[config.mk]
export PLATFORM = sky130hd
export DESIGN_NAME = bin_to_bcd_seq
export DESIGN_NICKNAME = d
export VERILOG_FILES = /design/src/rtl/bin_to_bcd_pkg.sv /design/src/rtl/bcd_add3_digit.sv /design/src/rtl/bin_to_bcd_seq.sv
export SDC_FILE = /design/constraint.sdc
export NUM_CORES = 1
export LEC_CHECK = 0
export CORE_ASPECT_RATIO = 1.25
export CORE_MARGIN = 3
export CORE_UTILIZATION = 52
export CTS_CLUSTER_DIAMETER = 50
export DETAILED_ROUTE_END_ITERATION = 16
export GPL_TIMING_DRIVEN = 0
export PLACE_DENSITY_LB_ADDON = 0.05
export RECOVER_POWER = 100
export SYNTH_ARGS = -nofsm -noshare
export SYNTH_HDL_FRONTEND = slang
export SYNTH_SLANG_ARGS = --single-unit
[constraint.sdc]
create_clock -name clk -period 1.65 [get_ports clk]
set_input_delay 0.33 -clock clk [delete_from_list [all_inputs] [get_ports clk]]
set_output_delay 0.33 -clock clk [all_outputs]
set_load 0.03 [all_outputs]
[src/rtl/bin_to_bcd_pkg.sv]
// Shared types and constants for the sequential binary-to-BCD converter.
package bin_to_bcd_pkg;

  typedef enum logic [1:0] {IDLE, SHIFT, DONE} state_t;

  typedef logic [3:0] bcd_digit_t;

  localparam bcd_digit_t ADD3_THRESH = 4'd5;
  localparam bcd_digit_t ADD3_VAL    = 4'd3;

endpackage

[src/rtl/bcd_add3_digit.sv]
// Double-dabble correction for one BCD digit: add 3 when the digit is 5 or more,
// so the following left shift carries correctly into the next decade.
module bcd_add3_digit
  import bin_to_bcd_pkg::*;
(
  input  logic [3:0] i_digit,
  output logic [3:0] o_digit
);

  bcd_digit_t w_digit;

  assign w_digit = i_digit;
  assign o_digit = (w_digit >= ADD3_THRESH) ? (w_digit + ADD3_VAL) : w_digit;

endmodule

[src/rtl/bin_to_bcd_seq.sv]
// Sequential double-dabble converter, one bit per cycle, saturating to all-9s.
// Optional leading-zero blanking is enabled with the LEADING_ZERO_BLANK_EN macro.
module bin_to_bcd_seq
  import bin_to_bcd_pkg::*;
#(
  parameter int BIN_W  = 14,
  parameter int DIGITS = 4
) (
  input  logic                  clk,
  input  logic                  rst,
  input  logic                  start,
  input  logic [BIN_W-1:0]      bin,
  output logic                  busy,
  output logic                  done,
  output logic [4*DIGITS-1:0]   bcd,
  output logic                  ovf,
  output logic [DIGITS-1:0]     blank
);

  localparam int                  CNT_W      = $clog2(BIN_W + 1);
  localparam logic [BIN_W-1:0]    MAX_BIN    = BIN_W'(10**DIGITS - 1);
  localparam logic [CNT_W-1:0]    LAST_SHIFT = CNT_W'(BIN_W - 1);
  localparam logic [4*DIGITS-1:0] ALL_NINES  = {DIGITS{4'h9}};

  state_t                r_state;
  state_t                w_next;
  logic                  w_load;
  logic                  w_shift;
  logic                  w_finish;

  logic [BIN_W-1:0]      r_shreg;
  logic [4*DIGITS-1:0]   r_scratch;
  logic [4*DIGITS-1:0]   w_adj;
  logic [CNT_W-1:0]      r_cnt;
  logic                  r_ovf_n;

  logic                  r_done;
  logic [4*DIGITS-1:0]   r_bcd;
  logic                  r_ovf;
  logic [DIGITS-1:0]     r_blank;
  logic [DIGITS-1:0]     w_blank;

  for (genvar k = 0; k < DIGITS; k++) begin : g_add3
    bcd_add3_digit u_add3 (
      .i_digit (r_scratch[4*k +: 4]),
      .o_digit (w_adj[4*k +: 4])
    );
  end

  always_ff @(posedge clk) begin
    if (rst) r_state <= IDLE;
    else     r_state <= w_next;
  end

  always_comb begin
    w_next   = r_state;
    w_load   = 1'b0;
    w_shift  = 1'b0;
    w_finish = 1'b0;
    case (r_state)
      IDLE: begin
        if (start) begin
          w_load = 1'b1;
          w_next = SHIFT;
        end
      end
      SHIFT: begin
        w_shift = 1'b1;
        if (r_cnt == LAST_SHIFT) w_next = DONE;
      end
      DONE: begin
        w_finish = 1'b1;
        w_next   = IDLE;
      end
      default: w_next = IDLE;
    endcase
  end

`ifdef LEADING_ZERO_BLANK_EN
  logic w_seen;

  // Walk from the MSD down; digit 0 is never blanked so zero still shows "0".
  always_comb begin
    w_blank = '0;
    w_seen  = 1'b0;
    if (!r_ovf_n) begin
      for (int k = DIGITS - 1; k >= 1; k--) begin
        if (r_scratch[4*k +: 4] != 4'd0) w_seen = 1'b1;
        w_blank[k] = !w_seen;
      end
    end
  end
`else
  assign w_blank = '0;
`endif

  always_ff @(posedge clk) begin
    if (rst) begin
      r_shreg   <= '0;
      r_scratch <= '0;
      r_cnt     <= '0;
      r_ovf_n   <= 1'b0;
      r_done    <= 1'b0;
      r_bcd     <= '0;
      r_ovf     <= 1'b0;
      r_blank   <= '0;
    end else begin
      r_done <= 1'b0;
      if (w_load) begin
        r_shreg   <= bin;
        r_scratch <= '0;
        r_cnt     <= '0;
        r_ovf_n   <= (bin > MAX_BIN);
      end
      // Bits leaving the top digit only matter on overflow, where the result is replaced.
      if (w_shift) begin
        {r_scratch, r_shreg} <= {w_adj, r_shreg} << 1;
        r_cnt                <= r_cnt + 1'b1;
      end
      if (w_finish) begin
        r_bcd   <= r_ovf_n ? ALL_NINES : r_scratch;
        r_ovf   <= r_ovf_n;
        r_blank <= w_blank;
        r_done  <= 1'b1;
      end
    end
  end

  assign busy  = (r_state != IDLE);
  assign done  = r_done;
  assign bcd   = r_bcd;
  assign ovf   = r_ovf;
  assign blank = r_blank;

endmodule

==> impl_metrics.ini <==
[outcome]
outcome = finished, final reports clean

[critical_path]
worst-endpoint-required_ps = 1920
worst-path-max-fanout = 10
cp-end-kind = flop
worst-endpoint-arrival_ps = 1820
r2r_end = r_shreg[10]
r2r_cells = 7
worst-setup-path-type = in2reg
regToRegSetupSlack_ps = 130
crit_path_start_kind = input port
reg2reg_from = r_state[1]

[finish]
layout.cells.most_common = sky130_fd_sc_hd__dfxtp_1
area.growth.synth_to_final_pct = 21.2
multi_input_area_um2 = 1090
final_nets = 326
num-fill-cells = 385
regArea_um2 = 1100
final_core_occ_pct = 68.0
diodes = 0
mostFrequentLayoutCells = sky130_fd_sc_hd__dfxtp_1, sky130_fd_sc_hd__inv_1, sky130_fd_sc_hd__nor2_1, sky130_fd_sc_hd__nor3_1
final_layout_size_suffix_gt1_share_pct = 10.7

[route]
routed_wirelength_mm = 5.17
post-route-drc-count = 0
drt-wirelength-per-cell_um = 14.5
drt-pass1-iter-count = 5
vias = 1995
route.detailed.vias_per_inst = 5.60
dr.first_iter.drc_count = 153
remaining_antenna_violation_count = 0

[floorplan]
dieHeight_um = 81.8
core_region_area_um2 = 4260
initial_cell_density_of_the_core_pct = 56.1
row_count = 26
pin_count = 40
die_width_um = 66.6
die-area_um2 = 5450

[global_route]
grt_first_pass_wirelength_mm = 8.66
grt_max_degree = 18
globalRouteTotalUtil_pct = 20.9
first_global_vias = 1908
antenna_found_initial = 0
grt.overflow.total = 0

[timing]
finalSetupViolations = 0
report.final.hold_viol_count = 0
actual_transition_at_the_worst_max_transition_pin_ps = 544
slew_headroom_pct = 63.7
rsz_0062_raised_after_global_routing = false
period_utilization_post_route_pct = 94.3
skew_ps = 7.46
final.setup.tns_ps = 0
finalCriticalPeriod_ps = 1560
timing_max_transition_violations_final = 0
max_freq_mhz = 642

[worst_hold_path]
hold_depth = 3
beginning_of_the_worst_hold_path = start
min_path_type = in2reg
hold-path-endpoint = r_ovf_n

[pwr]
switching_share_pct = 25.2
p_int_mw = 1.81
power_per_cell_area_nw_per_um2 = 837
clock_power_share_pct = 32.8
comb_power_share_pct = 10.1
ir_worst_vdd_mv = 0.717
share_of_total_power_in_sequential_cells_pct = 57.1
switching_power_uw = 612
total_leakage_power_nw = 1.27

[place]
buffer_ports.inserted = 35
routabilityCongestion = 0.802
dp_hpwl_mm = 3.71

[job]
max_cap_viol_count = 0

[clock_network]
cts_hold_buf = 0
max-clock-path-buffers = 2
post-cts-setup-buffers = 0
register_clock_pin_slew_on_the_reported_worst_setup_and_hold_paths_ps = 100
clkSinkCount = 55
cts_tree = built
cts_inserted_buffers = 5
clk_root_buffer_cell = sky130_fd_sc_hd__clkbuf_8
cts_max_level = 2
worstSkewPairLatency_ps = 310

[synth]
dominant_register_cell_in_the_synthesized_netlist = sky130_fd_sc_hd__dfxtp_1
synthArstFlopShare_pct = 0
post_synth_num_cell_types = 41
synth.ff_latch_count = 55
synthesis.instances = 254
mappedNetlistArea_um2 = 2390
synth_area_per_cell_um2 = 9.41
synthesis.yosys.warnings = 0
synth-seq-area-share_pct = 46.1
synth_edf_count = 0
==> repair_timing <==
| item | CTS | global route |
|---|---|---|
| pin swaps | 0 | 1 |
| gates resized for setup | 22 | 11 |
| setup endpoints to repair | 18 | 17 |
==> layer usage <==
| layer | global-route usage (%) | vias up | share of wire [%] |
|---|---|---|---|
| met5 | 0 | - | 0 |
| met4 | 7.52 | 0 | 1.8 |
| met3 | 4.10 | 10 | 4.0 |
| met2 | 38.8 | 43 | 55 |
| met1 | 23.4 | 951 | 40 |
| li1 | - | 991 | - |
==> worst max-delay path: stages <==
cell                              delay, ps
sky130_fd_sc_hd__clkdlybuf4s50_1        430
sky130_fd_sc_hd__buf_4                  180
sky130_fd_sc_hd__nor2_1                 150
sky130_fd_sc_hd__nand2_1                160
sky130_fd_sc_hd__buf_4                  220
sky130_fd_sc_hd__o31ai_1                210
sky130_fd_sc_hd__a32o_1                 150
==> state kept, by name, indices dropped and copies added, names as in the netlist <==
register   count
bcd           16
done           1
ovf            1
r_cnt          4
r_ovf_n        1
r_scratch     16
r_shreg       14
r_state        2
==> power groups by stage <==
| stage | registers (mW) | logic, mW | clock network, mW |
|---|---|---|---|
| floorplan | 1.41 | 0.159 | 0 |
| global placement | 1.41 | 0.242 | 0 |
| detailed placement | 1.41 | 0.246 | 0 |
| CTS | 1.38 | 0.248 | 0.818 |
| global route | 1.39 | 0.270 | 0.875 |
| finish | 1.38 | 0.246 | 0.795 |
==> worst max-delay path by stage <==
stage / startpoint / endpoint / slack [ps] / cells past startpoint
3_5_place_dp: rst / r_scratch[11] / -370 / 7
2_1_floorplan: r_state[1] / r_shreg[10] / 270 / 7
3_3_place_gp: rst / r_scratch[11] / -360 / 7
5_1_grt: rst / r_scratch[11] / 4 / 7
4_1_cts: bcd[4] / bcd[4] / 0.2 / 1
6_report: rst / r_scratch[11] / 90 / 7
==> logic make-up after synthesis <==
group,synth area share (%)
multiplexers,2.15
buffers and inverters,8.95
other,0.157
AO/OA/AOI/OAI,19.2
AND/OR/NAND/NOR,15.7
XOR/XNOR,2.57
flip-flops,46.1
adder cells (fa/ha/maj),5.24
==> per-stage QoR <==
stage	total power [mW]	instances	instance area (um^2)	setup slack (ps)	hold WS, ps
floorplan	1.57	257	2400	270	425
global placement	1.66	348	2820	-357	440
detailed placement	1.66	348	2820	-369	445
CTS	2.45	356	2910	0.195	456
global route	2.53	356	2900	4.41	456
finish	2.43	356	2900	93.6	445
==> final cells by class <==
type | instances | share of cell area, %
multi-input combinational | 159 | 37.6
tap | 56 | 2.42
inverter | 23 | 2.98
clock inverter | 2 | 0.562
buffer | 20 | 4.67
sequential | 55 | 38.0
timing repair buffer | 35 | 10.9
clock buffer | 6 | 2.85
==> Yosys cell counts, types with 6 or more instances <==
master | count | share of area (%)
sky130_fd_sc_hd__dfxtp_1 | 55 | 46
sky130_fd_sc_hd__inv_1 | 23 | 3.6
sky130_fd_sc_hd__nor2_1 | 18 | 2.8
sky130_fd_sc_hd__nor3_1 | 17 | 3.6
sky130_fd_sc_hd__nand2_1 | 16 | 2.5
sky130_fd_sc_hd__a21oi_1 | 13 | 2.7
sky130_fd_sc_hd__a222oi_1 | 12 | 5.0
sky130_fd_sc_hd__ha_1 | 10 | 5.2
sky130_fd_sc_hd__buf_2 | 9 | 1.9
sky130_fd_sc_hd__o21ai_0 | 6 | 1.3
Power figures use the tool's default switching activity.
